### src/rtl/mult_seq_if.sv
// Control bus between the shift-add multiplier sequencer and its datapath/environment.
interface mult_seq_if;
  logic       Run;
  logic       ClearA_LoadB;
  logic       M;
  logic       ClearA;
  logic       LoadB;
  logic       LoadA;
  logic       Fn;
  logic       Shift;
  logic       Busy;
  logic       Done;
  logic [2:0] Iter;

  modport master (
    output Run, ClearA_LoadB, M,
    input  ClearA, LoadB, LoadA, Fn, Shift, Busy, Done, Iter
  );

  modport slave (
    input  Run, ClearA_LoadB, M,
    output ClearA, LoadB, LoadA, Fn, Shift, Busy, Done, Iter
  );
endinterface

### src/rtl/mult_seq.sv
// Sequencer for an 8-bit signed shift-add multiplier (X:A:B chain).
// Optional macro MULT_SEQ_ACCUM_EN: CLR leaves A:X intact so runs accumulate.
module mult_seq (
  input  logic       Clk,
  input  logic       Reset_n,
  mult_seq_if.slave  bus
);

  localparam int unsigned ITER_W   = 3;
  localparam logic [ITER_W-1:0] ITER_LAST = ITER_W'(7);

  localparam logic [2:0] S_IDLE  = 3'd0;
  localparam logic [2:0] S_CLR   = 3'd1;
  localparam logic [2:0] S_ADD   = 3'd2;
  localparam logic [2:0] S_SHIFT = 3'd3;
  localparam logic [2:0] S_DONE  = 3'd4;

  logic [2:0]        state_q, state_d;
  logic [ITER_W-1:0] iter_q, iter_d;
  logic              run_q;
  logic              start_c;

  logic clear_a, load_b, load_a, fn, shift, busy, done;

  // Rising edge of Run; run_q resets high so a held Run cannot start after reset.
  assign start_c = bus.Run & ~run_q;

  // State, iteration counter and Run history.
  always_ff @(posedge Clk) begin
    if (!Reset_n) begin
      state_q <= S_IDLE;
      iter_q  <= '0;
      run_q   <= 1'b1;
    end else begin
      state_q <= state_d;
      iter_q  <= iter_d;
      run_q   <= bus.Run;
    end
  end

  // Next state and control decode; only LoadA looks at M.
  always_comb begin
    state_d = state_q;
    iter_d  = iter_q;
    clear_a = 1'b0;
    load_b  = 1'b0;
    load_a  = 1'b0;
    fn      = 1'b0;
    shift   = 1'b0;
    busy    = 1'b0;
    done    = 1'b0;
    case (state_q)
      S_IDLE: begin
        if (start_c) begin
          state_d = S_CLR;
        end else if (bus.ClearA_LoadB) begin
          clear_a = 1'b1;
          load_b  = 1'b1;
        end
      end
      S_CLR: begin
        busy    = 1'b1;
`ifdef MULT_SEQ_ACCUM_EN
        clear_a = 1'b0;
`else
        clear_a = 1'b1;
`endif
        iter_d  = '0;
        state_d = S_ADD;
      end
      S_ADD: begin
        busy    = 1'b1;
        load_a  = bus.M;
        fn      = (iter_q == ITER_LAST);
        state_d = S_SHIFT;
      end
      S_SHIFT: begin
        busy  = 1'b1;
        shift = 1'b1;
        if (iter_q == ITER_LAST) begin
          state_d = S_DONE;
        end else begin
          iter_d  = iter_q + ITER_W'(1);
          state_d = S_ADD;
        end
      end
      S_DONE: begin
        done = 1'b1;
        if (!bus.Run) state_d = S_IDLE;
      end
      default: state_d = S_IDLE;
    endcase
  end

  assign bus.ClearA = clear_a;
  assign bus.LoadB  = load_b;
  assign bus.LoadA  = load_a;
  assign bus.Fn     = fn;
  assign bus.Shift  = shift;
  assign bus.Busy   = busy;
  assign bus.Done   = done;
  // Counter is only exposed once the sequence has cleared it.
  assign bus.Iter   = (state_q == S_ADD || state_q == S_SHIFT || state_q == S_DONE) ? iter_q : '0;

endmodule
### src/flat_wrapper.sv
// flat-port wrapper written by rule: the top's interface ports become plain ports
module mult_seq_flat 
  (Clk, Reset_n, bus_Run, bus_ClearA_LoadB, bus_M, bus_ClearA, bus_LoadB, bus_LoadA, bus_Fn, bus_Shift, bus_Busy, bus_Done, bus_Iter);
  mult_seq_if bus_i ();
  input  logic Clk;
  input  logic Reset_n;
  input wire logic [$bits(bus_i.Run)-1:0] bus_Run;
  input wire logic [$bits(bus_i.ClearA_LoadB)-1:0] bus_ClearA_LoadB;
  input wire logic [$bits(bus_i.M)-1:0] bus_M;
  output wire logic [$bits(bus_i.ClearA)-1:0] bus_ClearA;
  output wire logic [$bits(bus_i.LoadB)-1:0] bus_LoadB;
  output wire logic [$bits(bus_i.LoadA)-1:0] bus_LoadA;
  output wire logic [$bits(bus_i.Fn)-1:0] bus_Fn;
  output wire logic [$bits(bus_i.Shift)-1:0] bus_Shift;
  output wire logic [$bits(bus_i.Busy)-1:0] bus_Busy;
  output wire logic [$bits(bus_i.Done)-1:0] bus_Done;
  output wire logic [$bits(bus_i.Iter)-1:0] bus_Iter;
  assign bus_i.Run = bus_Run;
  assign bus_i.ClearA_LoadB = bus_ClearA_LoadB;
  assign bus_i.M = bus_M;
  assign bus_ClearA = bus_i.ClearA;
  assign bus_LoadB = bus_i.LoadB;
  assign bus_LoadA = bus_i.LoadA;
  assign bus_Fn = bus_i.Fn;
  assign bus_Shift = bus_i.Shift;
  assign bus_Busy = bus_i.Busy;
  assign bus_Done = bus_i.Done;
  assign bus_Iter = bus_i.Iter;
  mult_seq u_core (.Clk(Clk), .Reset_n(Reset_n), .bus(bus_i));
endmodule
### config.mk
export PLATFORM = sky130hd
export DESIGN_NAME = mult_seq_flat
export DESIGN_NICKNAME = d
export VERILOG_FILES = /design/src/rtl/mult_seq_if.sv /design/src/rtl/mult_seq.sv /design/src/flat_wrapper.sv
export SDC_FILE = /design/constraint.sdc
export NUM_CORES = 1
export LEC_CHECK = 0
export ABC_AREA = 1
export BUFFER_PORTS_ARGS = -buffer_cell sky130_fd_sc_hd__buf_2
export CAP_MARGIN = 20
export CORE_AREA = 4 4 41 43
export CTS_CLUSTER_SIZE = 14
export DETAILED_ROUTE_END_ITERATION = 10
export DIE_AREA = 0 0 45 47
export PLACE_DENSITY = 0.55
export RECOVER_POWER = 50
export SYNTH_ARGS = -nofsm -noshare
export SYNTH_HDL_FRONTEND = slang
export SYNTH_SLANG_ARGS = --single-unit
### constraint.sdc
create_clock -name Clk -period 1.27 [get_ports Clk]
set_input_delay 0.254 -clock Clk [delete_from_list [all_inputs] [get_ports Clk]]
set_output_delay 0.254 -clock Clk [all_outputs]
set_load 0.005 [all_outputs]
======== Word level (Yosys, flattened, before mapping) ========
Cells that the tools add are included.
storage, ports and cells
  register bits ........................... 7
  latch bits .............................. 0
  memory bits (writable) .................. 0
  ROM bits ................................ 0
  bits of input ports ..................... 5
  logic and storage cells ................. 37
  memories kept ........................... 0
operators by class
  $add $sub $neg .......................... 1
  $mul .................................... 0
  div/mod/pow operators ................... 0
  order comparisons ....................... 0
  equality and inequality tests ........... 8
  shift-type cells ........................ 0
  mux-type cells .......................... 16
  bitwise logic cells ..................... 2
  reduce and logical (&&, ||, !) cells .... 7
operator list
  operator                                                          count
  3-bit 2-to-1 mux                                                  5
  3-bit case mux with 5 select lines                                1
  1-bit 2-to-1 mux                                                  8
  3-bit by 2-bit == test with 1-bit output (second input constant)  2
  3-bit == test (second input constant)                             2
  3-bit case mux with 2 select lines                                1
  2-bit != test (second input constant)                             2
  2-bit AND reduction                                               2
  3-bit by 1-bit adder with 3-bit output (second input constant)    1
  3-bit by 1-bit == test with 1-bit output (second input constant)  1
  3-bit logical NOT                                                 1
  3-bit OR reduction                                                1
  1-bit logical OR                                                  2
  2-bit by 1-bit != test with 1-bit output (second input constant)  1
  1-bit case mux with 2 select lines                                1
  2-bit nonzero test                                                1
  1-bit AND                                                         1
  1-bit inverter                                                    1

======== Depth between registers and ports, before layout ========
Gate-level depths: netlist of run 1.
  depth in word-level cells ............... 4
  gate-level depth with buffers ........... 8
  mapped depth without buffers ............ 8

======== Least setup slack after synthesis of run 1 ========
No wires, ideal clock.
  path kind ............................... reg-to-output
  from .................................... register u_core.state_q[2]
  to ...................................... output port bus_Iter[0]
  arrival time ............................ 0.912 ns
  required time ........................... 1.016 ns
  slack ................................... 0.104 ns
  stages on the path, launching flop included .. 5
  cells stage by stage .................... dfxtp_1 inv_2 nor3_2 a21oi_1 nor2_1
on the way
  longest elaborated chain between the ends .. 4
  elaborated cells between the ends (all ways) .. 6
  classes of those cells .................. eq/ne: 3; mux: 1; reduce/logical: 2
RTL lines
  item                                      RTL line            source
  start, declared                           mult_seq.sv:18      logic [2:0] state_q, state_d;
  start signal, assigned                    mult_seq.sv:35      state_q <= state_d;
  3-bit by 2-bit == test with 1-bit output  mult_seq.sv:103     assign bus.Iter = (state_q == S_ADD || state_q == S_SHIFT || state_q == S_DONE) ? iter_q : '0;
  1-bit logical OR                          mult_seq.sv:103
  1-bit logical OR *                        mult_seq.sv:103
  3-bit 2-to-1 mux *                        mult_seq.sv:103
  end, declared                             flat_wrapper.sv:17  output wire logic [$bits(bus_i.Iter)-1:0] bus_Iter;
Mark *: on every way between the ends. The rest lies on a longest branch, timed or not.

======== Worst setup path in the final report of run 1 ========
  from .................................... register u_core.iter_q[0]
  to ...................................... output port bus_Fn
on the way
  longest elaborated chain between the ends .. 2
RTL lines
  item                    RTL line            source
  start, declared         mult_seq.sv:19      logic [ITER_W-1:0] iter_q, iter_d;
  start signal, assigned  mult_seq.sv:36      iter_q <= iter_d;
  3-bit == test           mult_seq.sv:74      fn = (iter_q == ITER_LAST);
  1-bit 2-to-1 mux        mult_seq.sv:52      case (state_q)
  end, declared           flat_wrapper.sv:13  output wire logic [$bits(bus_i.Fn)-1:0] bus_Fn;
No other way between the ends.

==> out/results.tsv, run 1 <==
stage	metric	value	unit
placed_design	dp_slack	0.0192	ns
power	power.leakage	0.330	nW
cells_and_area	antenna_cells	0	
outcome	violations	negative setup slack	
floorplan	die_area	2120	µm²
worst_setup_path	crit_type	reg -> out	
worst_setup_path	cp_num_cells	5	
synthesis	synthCells	61	
timing	fin_crit_sh	109	%
timing	rsz0062_at_grt	yes	
clock_tree	clkTransAtPathRegs	0.05	ns
min_path	hold_path.class	in -> reg	
route	wl_per_cell	9.33	µm
power	power_density	1110	nW/µm²
route	ant_nets	0	
placed_design	dp.final_hpwl	677	µm
worst_setup_path	cp.required	1.02	ns
route	drt_iter0_markers	1	
power	internal-power	0.498	mW
worst_setup_path	slowest_delay	0.35	ns
global_route	grt_max_degree	8	
clock_tree	clk_latency	0.25	ns
timing	relSlewSlack	81.2	%
synthesis	synth-seq-cells	7	
worst_setup_path	r2r_start	u_core.state_q[1]	
worst_setup_path	path_cells	ha_4, ha_4, inv_2, nor2_2, buf_2	
worst_setup_path	crit_buf_inv	2	
cells_and_area	area.growth.synth_to_final	65.2	%
global_route	grt_pass1_vias	398	
worst_setup_path	rrSetupSlack	0.04	ns
synthesis	syn_area	417	µm²
synthesis	synth-seq-area-share	33.6	%
synthesis	synth_top_cell_by_area	dfxtp_1	
worst_setup_path	path_common_cell	ha_4	
power	ir_drop	0.642	mV
synthesis	synth.most_common_cell	nand2_1	
route	drcViolationCount	0	
route	vias_per_cell	4.29	
floorplan	rows	13	
cells_and_area	utilization	52.9	%
synthesis	ys.flop_type	dfxtp_1	
clock_tree	clockBufferDepth	2	
global_route	grt_pass1_wl	1590	µm
clock_tree	cts-root-buf	clkbuf_4	
worst_setup_path	timing.rr.end	u_core.iter_q[1]	
cells_and_area	nets	96	
clock_tree	cts_tree	yes	
clock_tree	htree_levels	1	
worst_setup_path	worstPathArrival	1.13	ns
timing	worst_slack	-0.110	ns
worst_setup_path	critPathCaptureType	output port	
timing	slew_viol_final	0	
timing	fin_crit	1.38	ns
route	vias	442	
floorplan	core_area	1300	µm²
synthesis	synth_edf_count	0	
worst_setup_path	reg2reg_depth	9	
worst_setup_path	critPathSlowestCell	dfxtp_4	
floorplan	io-pin-count	15	
floorplan	start_util	32.0	%
power	p_comb_share	32.9	%
synthesis	syn_avg_cell_area	6.83	µm²
clock_tree	clkSinkCount	7	
clock_tree	cts_hold_buf	0	
timing	fmax	0.724	GHz
placed_design	gp_congestion	0.718	
worst_setup_path	cpLargestDelayFamily	flip-flops	
route	firstDrtPassIters	3	
clock_tree	numCtsBuffers	3	
placed_design	io_buffer_count	14	
power	switching_power	0.264	mW
power	swShare	34.6	%
synthesis	synthTopCellsByArea	dfxtp_1 (34%), nand2_1 (14%), nor2_1 (13%), inv_1 (8.1%), ha_1 (6.0%)	
power	p_seq_share	40.8	%
synthesis	synth_nets	68	
timing	tightest_slew	0.281	ns
timing	skew	0.00356	ns
floorplan	die_width	45	µm
floorplan	chipHeight	47	µm
global_route	gr-total-overflow	0	
global_route	grt_use_total	10.5	%
timing	setup_viol	10	
global_route	antenna_found_initial	0	
job	maxCapViolations	0	
route	routed_wirelength	961	µm
worst_setup_path	crit_end	bus_Fn	
synthesis	ys_async_sr_fraction	0	%
worst_setup_path	cp_max_fo	3	
synthesis	ys_warn_count	0	
worst_setup_path	critPathLaunchType	register	
timing	report.final.hold_viol_count	0	
power	clkPwrFrac	26.3	%
synthesis	synth_top_area_share	33.6	%
synthesis	synth_commonest_cells	nand2_1 (16), nor2_1 (14), inv_1 (9), dfxtp_1 (7)	
cells_and_area	drive_above_1_share	52.3	%
synthesis	synth_cell_types	16	
worst_setup_path	cp-startpoint	u_core.iter_q[0]	
outcome	outcome	finished, violations left	
[how the worst min path moves through the flow]
stage / cells past startpoint / slack [ns] / startpoint / to
finish: 3 / 0.20 / bus_Run / u_core.run_q
global route: 3 / 0.22 / bus_Run / u_core.run_q
CTS: 3 / 0.19 / bus_Run / u_core.run_q
detailed placement: 3 / 0.47 / bus_Run / u_core.run_q
global placement: 3 / 0.46 / bus_Run / u_core.run_q
floorplan: 1 / 0.32 / Reset_n / u_core.run_q
[what timing repair did]
item / in CTS / in global routing
gates resized for setup: 20 / 7
setup endpoints to repair: 10 / 13
buffers inserted: 3 / 4
pin swaps: 4 / 4
[tightest hold or removal path: cells and delay by family]
family                 cells  cell delay (ns)
and+or+nand+nor            1             0.04
buffers and inverters      2             0.13
[kinds of logic after synthesis]
logic type | Yosys count | synth area share, %
AND/OR/NAND/NOR | 38 | 45.3
buffers and inverters | 10 | 9.01
flip-flops | 7 | 33.6
AO/OA/AOI/OAI | 4 | 6.01
adder cells (fa/ha/maj) | 2 | 6.01
[layout make-up]
| type | instances | area (µm²) |
|---|---|---|
| flip-flops and latches | 7 | 156 |
| clock inverters | 1 | 5.00 |
| well taps | 15 | 18.8 |
| clock buffers | 3 | 22.5 |
| inverters | 10 | 40.0 |
| repair buffers | 23 | 146 |
| multi-input cells | 44 | 299 |
| fillers | 131 | 613 |
[sequential cells by signal, summed over array words and instances (netlist names)]
signal	cells
u_core.iter_q	3
u_core.state_q	3
u_core.run_q	1
[power by group through the flow]
stage | Clock (mW) | Combinational [mW] | Sequential [mW]
2_1_floorplan | 0 | 0.139 | 0.282
3_3_place_gp | 0 | 0.197 | 0.288
3_5_place_dp | 0 | 0.199 | 0.289
4_1_cts | 0.214 | 0.214 | 0.301
5_1_grt | 0.224 | 0.286 | 0.316
6_report | 0.200 | 0.251 | 0.310
[metrics by stage]
step           hold slack [ns]  total power, mW  cells  cell area (µm²)  TNS, ns
3_5_place_dp             0.465            0.488     92              520        0
6_report                 0.200            0.761    103              688   -0.762
2_1_floorplan            0.323            0.421     61              417        0
4_1_cts                  0.193            0.728     99              623   -0.785
3_3_place_gp             0.461            0.485     92              520        0
5_1_grt                  0.223            0.826    103              688    -1.54
[cells in the final DEF, fill, tap and decap left out]
master | netlist | routed
a21oi_2 | 0 | 1
ha_4 | 0 | 2
nor3_4 | 0 | 1
nand2_2 | 2 | 2
clkinv_2 | 0 | 1
inv_2 | 1 | 1
buf_2 | 0 | 12
nand2_4 | 2 | 3
nor2_8 | 1 | 1
o21ai_1 | 0 | 1
clkbuf_1 | 0 | 1
clkbuf_4 | 0 | 3
inv_4 | 0 | 1
buf_6 | 0 | 2
and3_1 | 1 | 1
buf_4 | 0 | 8
nor2_4 | 0 | 2
dfxtp_4 | 0 | 4
nor2_2 | 0 | 1
inv_1 | 9 | 8
o211ai_1 | 1 | 1
nor2_1 | 14 | 11
dfxtp_2 | 0 | 1
dfxtp_1 | 7 | 2
a21boi_1 | 1 | 1
nand3_1 | 1 | 1
nand2_1 | 16 | 15
[routing by layer]
layer | vias to the layer above | track usage [%] | share of wire [%]
li1 | 240 | - | -
met1 | 194 | 12.9 | 45
met2 | 6 | 16.4 | 49
met3 | 2 | 1.15 | 3.0
met4 | 0 | 8.77 | 2.2
met5 | - | 0 | 0
No activity file was read; power rests on OpenSTA's default activity.
==> run 2: changes to the inputs <==
--- a/config.mk
+++ b/config.mk
@@ -9,6 +9,7 @@
 export BUFFER_PORTS_ARGS = -buffer_cell sky130_fd_sc_hd__buf_2
 export CAP_MARGIN = 20
 export CORE_AREA = 4 4 41 43
+export CTS_BUF_LIST = sky130_fd_sc_hd__clkbuf_16
 export CTS_CLUSTER_SIZE = 14
 export DETAILED_ROUTE_END_ITERATION = 10
 export DIE_AREA = 0 0 45 47
==> run 2 against run 1 <==
  * The run still ends with negative setup slack left
  * Register-to-register slack barely moved
  * Sequential share of layout area fell by 0.72 points
  * Die area did not move
  * Non-clock buffer count fell by 1
  * Global-route usage fell by 0.079 points
  * Final area rose by 4.9%
  * Routed wire length rose by 10%
  * Hold slack improved by 0.024 ns
  * Critical endpoint unchanged
  * Largest cell class unchanged
==> out/results.tsv, run 2 (same netlist as run 1, synthesis figures left out) <==
stage	metric	value	unit	change
clock_tree	clk_latency	0.23	ns	was 0.25 ns
cells_and_area	antenna_cells	0		unchanged
floorplan	rows	13		unchanged
timing	setup_tns	-0.390	ns	was -0.762 ns
floorplan	chipHeight	47	µm	unchanged
outcome	outcome	finished, violations left		unchanged
global_route	grt_max_degree	8		unchanged
timing	rsz0062_at_grt	yes		unchanged
global_route	gr-total-overflow	0		unchanged
worst_setup_path	cp.required	1.02	ns	about the same
outcome	violations	negative setup slack		unchanged
route	routed_wirelength	1060	µm	was 961 µm
placed_design	io_buffer_count	14		unchanged
route	vias	443		was 442
cells_and_area	drive_above_1_share	50.6	%	was 52.3%
cells_and_area	seq_area	159	µm²	was 156 µm²
route	vias_per_cell	4.34		was 4.29
floorplan	die_width	45	µm	unchanged
global_route	antenna_found_initial	0		unchanged
cells_and_area	reg_top3	u_core.iter_q (3), u_core.state_q (3), u_core.run_q (1)		unchanged
route	ant_nets	0		unchanged
cells_and_area	area.growth.synth_to_final	73.3	%	was 65.2%
timing	slew_viol_final	0		unchanged
timing	fin_crit	1.36	ns	was 1.38 ns
floorplan	die_area	2120	µm²	unchanged
clock_tree	clkSinkCount	7		unchanged
route	drcViolationCount	0		unchanged
worst_setup_path	cp_max_fo	3		unchanged
placed_design	gp_congestion	0.718		unchanged
clock_tree	numCtsBuffers	3		unchanged
timing	worst_slack	-0.0873	ns	was -0.110 ns
cells_and_area	utilization	55.5	%	was 52.9%
timing	skew	0.000513	ns	was 0.00356 ns
placed_design	dp_slack	0.0192	ns	unchanged
cells_and_area	layout_common_cells	nand2_1 (16), buf_2 (12), nor2_1 (11)		was nand2_1 (15), buf_2 (12), nor2_1 (11)
worst_setup_path	critPathCaptureType	output port		unchanged
placed_design	placed_cells	92		unchanged
global_route	grt_pass1_vias	389		was 398
cells_and_area	final_common_cell	nand2_1		unchanged
clock_tree	clkTransAtPathRegs	0.04	ns	was 0.05 ns
cells_and_area	final_cell_count_no_fill	102		was 103
power	power	1.08	mW	was 0.761 mW
floorplan	io-pin-count	15		unchanged
global_route	grt_pass1_wl	1560	µm	was 1590 µm
worst_setup_path	crit_type	reg -> out		unchanged
timing	setup_viol	8		was 10
min_path	hold_path.class	in -> reg		unchanged
timing	tightest_slew	0.278	ns	was 0.281 ns
worst_setup_path	critPathLaunchType	register		unchanged
timing	fin_crit_sh	107	%	was 109%
clock_tree	cts-root-buf	clkbuf_16		was clkbuf_4
route	drt_iter0_markers	4		was 1
floorplan	start_util	32.0	%	unchanged
power	ir_drop	0.856	mV	was 0.642 mV
global_route	grt_use_total	10.4	%	was 10.5%
clock_tree	cts_hold_buf	0		unchanged
route	firstDrtPassIters	4		was 3
cells_and_area	fillers	124		was 131
floorplan	core_area	1300	µm²	unchanged
timing	relSlewSlack	81.4	%	was 81.2%
cells_and_area	multi_input_area	287	µm²	was 299 µm²
clock_tree	htree_levels	1		unchanged
worst_setup_path	worstPathArrival	1.10	ns	was 1.13 ns
job	maxCapViolations	0		unchanged
route	wl_per_cell	10.4	µm	was 9.33 µm
power	power.leakage	0.344	nW	was 0.330 nW
clock_tree	cts_tree	yes		unchanged
timing	fmax	0.737	GHz	was 0.724 GHz
placed_design	dp.final_hpwl	677	µm	unchanged
clock_tree	clockBufferDepth	2		unchanged
timing	report.final.hold_viol_count	0		unchanged
cells_and_area	nets	95		was 96
power	power_density	1490	nW/µm²	was 1110 nW/µm²
[run 2: cell count changes in the layout (fill, tap and decap cells not counted), sizes merged]
cell  previous run  this run
buf             22        21
[run 2: power by group]
group / switching [mW] / total, mW / leakage, nW / internal, mW
sequential: 0.0510 / 0.310 / 0.0610 / 0.259
combinational: 0.120 / 0.227 / 0.242 / 0.108
clock: 0.128 / 0.541 / 0.0409 / 0.414
[run 2: final timing paths]
| check | startpoint | endpoint | cells past startpoint | slack [ns] |
|---|---|---|---|---|
| setup / recovery | u_core.iter_q[1] | bus_Fn | 5 | -0.09 |
| hold / removal | bus_Run | u_core.run_q | 3 | 0.22 |
| setup reg to reg | u_core.iter_q[1] | u_core.iter_q[1] | 9 | 0.04 |
| hold reg to reg | u_core.iter_q[1] | u_core.iter_q[1] | 2 | 0.54 |
[run 2: worst max-delay path, cell delays in order, from the launching register on]
cell and delay [ns]:
dfxtp_4 0.35, ha_4 0.16, ha_4 0.16, inv_4 0.05
nor2_2 0.03, buf_2 0.12
[run 2: per-stage QoR]
step | area, µm² | hold WS (ns)
3_3_place_gp | 520 | 0.461
4_1_cts | 691 | 0.225
6_report | 722 | 0.224
5_1_grt | 722 | 0.257
3_5_place_dp | 520 | 0.465
2_1_floorplan | 417 | 0.323
[run 2: area by class of cell]
type	count	area share, %
Clock buffer	3	10.4
Sequential cell	7	22.0
Clock inverter	1	0.693
Tap cell	15	2.60
Multi-Input combinational cell	44	39.7
Inverter	10	5.89
Timing Repair Buffer	22	18.7
[run 2: timing repair]
item,4_1_cts,5_1_grt
endpoints found under the setup margin,10,8
buffers inserted,3,3
pin swaps,3,4
gates resized for setup,21,4
cloned,0,0
[run 2: routing by layer]
layer	track usage [%]	vias up	part of all wire (%)
li1	-	239	-
met1	12.2	194	41
met2	16.1	7	53
met3	2.30	3	3.7
met4	8.77	0	2.4
met5	0	-	0
==> run 3: changes to the inputs <==
--- a/config.mk
+++ b/config.mk
@@ -5,7 +5,6 @@
 export SDC_FILE = /design/constraint.sdc
 export NUM_CORES = 1
 export LEC_CHECK = 0
-export ABC_AREA = 1
 export BUFFER_PORTS_ARGS = -buffer_cell sky130_fd_sc_hd__buf_2
 export CAP_MARGIN = 20
 export CORE_AREA = 4 4 41 43
@@ -13,7 +12,7 @@
 export CTS_CLUSTER_SIZE = 14
 export DETAILED_ROUTE_END_ITERATION = 10
 export DIE_AREA = 0 0 45 47
-export PLACE_DENSITY = 0.55
+export PLACE_DENSITY = 0.53
 export RECOVER_POWER = 50
 export SYNTH_ARGS = -nofsm -noshare
 export SYNTH_HDL_FRONTEND = slang
==> run 3 against run 2 <==
  * Clock-buffer cell count stayed put
  * Core utilization is 7.6 points higher
  * Highest routed layer unchanged
  * Non-clock buffer count is 9 higher
  * Largest power group unchanged
  * The flow still finishes with violations (negative setup slack)
  * Hold slack worse by 0.019 ns
  * Final area is 14% higher
  * Routed wire length is 33% higher
  * Worst setup slack worse by 0.11 ns
  * First-iteration DRC count grew to 2.8 times the previous value
  * Critical endpoint unchanged
  * Total power is 16% lower
==> out/results.tsv, run 3 <==
stage	metric	value	unit	change
synthesis	synth-seq-cells	7		unchanged
floorplan	io-pin-count	15		unchanged
placed_design	placed_cells	81		was 92
route	drt_iter0_markers	11		was 4
synthesis	synth_top_cell_by_area	dfxtp_1		unchanged
cells_and_area	reg_top3	u_core.iter_q (3), u_core.state_q (3), u_core.run_q (1)		unchanged
worst_setup_path	reg2reg_depth	4		was 9
floorplan	die_width	45	µm	unchanged
timing	slew_viol_final	0		unchanged
timing	tightest_slew	0.288	ns	was 0.278 ns
cells_and_area	antenna_cells	0		unchanged
floorplan	chipHeight	47	µm	unchanged
timing	skew	0.00204	ns	was 0.000513 ns
outcome	outcome	finished, violations left		unchanged
timing	worst_slack	-0.195	ns	was -0.0873 ns
floorplan	rows	13		unchanged
clock_tree	clkSinkCount	7		unchanged
power	power.leakage	0.373	nW	was 0.344 nW
route	ant_nets	0		unchanged
synthesis	ys_async_sr_fraction	0	%	unchanged
cells_and_area	drive_above_1_share	66.7	%	was 50.6%
cells_and_area	nets	86		was 95
route	vias	489		was 443
worst_setup_path	timing.rr.end	u_core.state_q[1]		was u_core.iter_q[1]
synthesis	synth_cell_types	22		was 16
placed_design	dp.final_hpwl	728	µm	was 677 µm
worst_setup_path	crit_end	bus_Fn		unchanged
synthesis	synth.most_common_cell	dfxtp_1		was nand2_1
clock_tree	clk_latency	0.23	ns	about the same
clock_tree	clkTransAtPathRegs	0.04	ns	about the same
worst_setup_path	worstPathArrival	1.21	ns	was 1.10 ns
worst_setup_path	cp.required	1.02	ns	about the same
floorplan	core_area	1300	µm²	unchanged
cells_and_area	layout_common_cells	buf_2 (11), buf_4 (11), buf_6 (7)		was nand2_1 (16), buf_2 (12), nor2_1 (11)
global_route	grt_max_degree	9		was 8
route	firstDrtPassIters	4		unchanged
clock_tree	cts_hold_buf	0		unchanged
timing	rsz0062_at_grt	yes		unchanged
synthesis	ys_warn_count	0		unchanged
timing	report.final.hold_viol_count	0		unchanged
route	wl_per_cell	15.1	µm	was 10.4 µm
cells_and_area	seq_area	149	µm²	was 159 µm²
route	drcViolationCount	0		unchanged
cells_and_area	final_cell_count_no_fill	93		was 102
synthesis	synth_top_area_share	35.0	%	was 33.6%
outcome	violations	negative setup slack		unchanged
global_route	grt_use_total	15.8	%	was 10.4%
synthesis	synth_commonest_cells	dfxtp_1 (7), nor2_1 (5), nor2b_1 (5), a21oi_1 (3), o21ai_0 (3)		was nand2_1 (16), nor2_1 (14), inv_1 (9), dfxtp_1 (7)
timing	fin_crit_sh	115	%	was 107%
cells_and_area	multi_input_area	327	µm²	was 287 µm²
worst_setup_path	r2r_start	u_core.iter_q[0]		was u_core.iter_q[1]
worst_setup_path	cp_num_cells	4		was 5
clock_tree	cts_tree	yes		unchanged
timing	relSlewSlack	80.8	%	was 81.4%
placed_design	gp_congestion	0.807		was 0.718
synthesis	syn_avg_cell_area	8.90	µm²	was 6.83 µm²
worst_setup_path	path_cells	ha_4, ha_4, and4bb_2, buf_2		was ha_4, ha_4, inv_4, nor2_2, buf_2
min_path	hold_path.class	in -> reg		unchanged
cells_and_area	utilization	63.1	%	was 55.5%
worst_setup_path	cpLargestDelayFamily	flip-flops		unchanged
floorplan	start_util	30.8	%	was 32.0%
clock_tree	numCtsBuffers	3		unchanged
clock_tree	cts-root-buf	clkbuf_16		unchanged
worst_setup_path	critPathCaptureType	output port		unchanged
timing	fin_crit	1.46	ns	was 1.36 ns
worst_setup_path	rrSetupSlack	0	ns	was 0.04 ns
worst_setup_path	slowest_delay	0.33	ns	was 0.35 ns
synthesis	synth-seq-area-share	35.0	%	was 33.6%
cells_and_area	fillers	102		was 124
worst_setup_path	cp-startpoint	u_core.iter_q[0]		was u_core.iter_q[1]
global_route	gr-total-overflow	0		unchanged
synthesis	ys.flop_type	dfxtp_1		unchanged
placed_design	io_buffer_count	14		unchanged
cells_and_area	area.growth.synth_to_final	105	%	was 73.3%
worst_setup_path	critPathLaunchType	register		unchanged
synthesis	synthTopCellsByArea	dfxtp_1 (35%), nor2b_1 (7.8%), and4bb_2 (6.3%), ha_1 (6.3%), nor2_1 (4.7%)		was dfxtp_1 (34%), nand2_1 (14%), nor2_1 (13%), inv_1 (8.1%), ha_1 (6.0%)
power	ir_drop	0.866	mV	was 0.856 mV
worst_setup_path	cp_max_fo	3		unchanged
clock_tree	clockBufferDepth	2		unchanged
synthesis	synthCells	45		was 61
floorplan	die_area	2120	µm²	unchanged
power	power_density	1100	nW/µm²	was 1490 nW/µm²
route	vias_per_cell	5.26		was 4.34
synthesis	syn_area	400	µm²	was 417 µm²
power	power	0.903	mW	was 1.08 mW
job	maxCapViolations	0		unchanged
worst_setup_path	crit_buf_inv	1		was 2
timing	worst_hold_slack	0.206	ns	was 0.224 ns
timing	setup_viol	11		was 8
route	routed_wirelength	1400	µm	was 1060 µm
global_route	grt_pass1_wl	2200	µm	was 1560 µm
worst_setup_path	critPathSlowestCell	dfxtp_2		was dfxtp_4
synthesis	synth_nets	52		was 68
global_route	grt_pass1_vias	483		was 389
worst_setup_path	path_common_cell	ha_4		unchanged
worst_setup_path	crit_type	reg -> out		unchanged
synthesis	synth_edf_count	0		unchanged
clock_tree	htree_levels	1		unchanged
timing	fmax	0.683	GHz	was 0.737 GHz
global_route	antenna_found_initial	0		unchanged
==> run 3: power by group <==
part | leakage, nW | switching [mW] | internal, mW
Sequential | 0.0596 | 0.00588 | 0.226
Combinational | 0.271 | 0.0595 | 0.0850
Clock | 0.0423 | 0.118 | 0.409
Total | 0.373 | 0.183 | 0.720
==> run 3: layer usage <==
metal	GRT usage [%]	up-vias	share of wire, %	routed length (µm)
li1	-	231	-	-
met1	14.8	226	39	540
met2	27.7	24	50	698
met3	4.98	8	7.3	102
met4	14.0	0	4.2	59
met5	0	-	0	0
==> run 3: area by class of cell <==
type	instances	area share, %
multi-input combinational	35	39.8
timing repair buffer	31	29.7
sequential	7	18.1
clock buffer	3	9.15
tap	15	2.29
clock inverter	1	0.457
inverter	1	0.457
==> run 3: cell families (layout without fill, tap and decap cells) <==
family,after synthesis,count (layout),synth area share [%]
muxes,1,1,2.50
AOI/OAI and AO/OA,9,9,14.1
DFF,7,7,35.0
and+or+nand+nor,23,23,38.1
buffers and inverters,3,36,4.06
adders and majority gates,2,2,6.25
==> run 3: what timing repair did <==
| action | in CTS | in global routing |
|---|---|---|
| setup buffers | 8 | 2 |
| endpoints found under the setup margin | 14 | 14 |
| gates resized for setup | 22 | 11 |
| pin swaps | 9 | 7 |
==> run 3: stage by stage <==
stage / area, µm² / setup slack, ns / setup TNS (ns)
global route: 821 / -0.227 / -1.42
global placement: 544 / -0.125 / -0.144
finish: 821 / -0.195 / -0.957
detailed placement: 544 / -0.107 / -0.163
floorplan: 400 / 0.00424 / 0
CTS: 778 / -0.185 / -0.789
==> run 3: how the worst min path moves through the flow <==
stage	from	to	slack, ns	cells after the start
finish	Reset_n	u_core.run_q	0.21	2
global route	Reset_n	u_core.run_q	0.21	2
CTS	Reset_n	u_core.run_q	0.21	2
detailed placement	Reset_n	u_core.run_q	0.45	2
global placement	Reset_n	u_core.run_q	0.44	2
floorplan	Reset_n	u_core.run_q	0.33	1
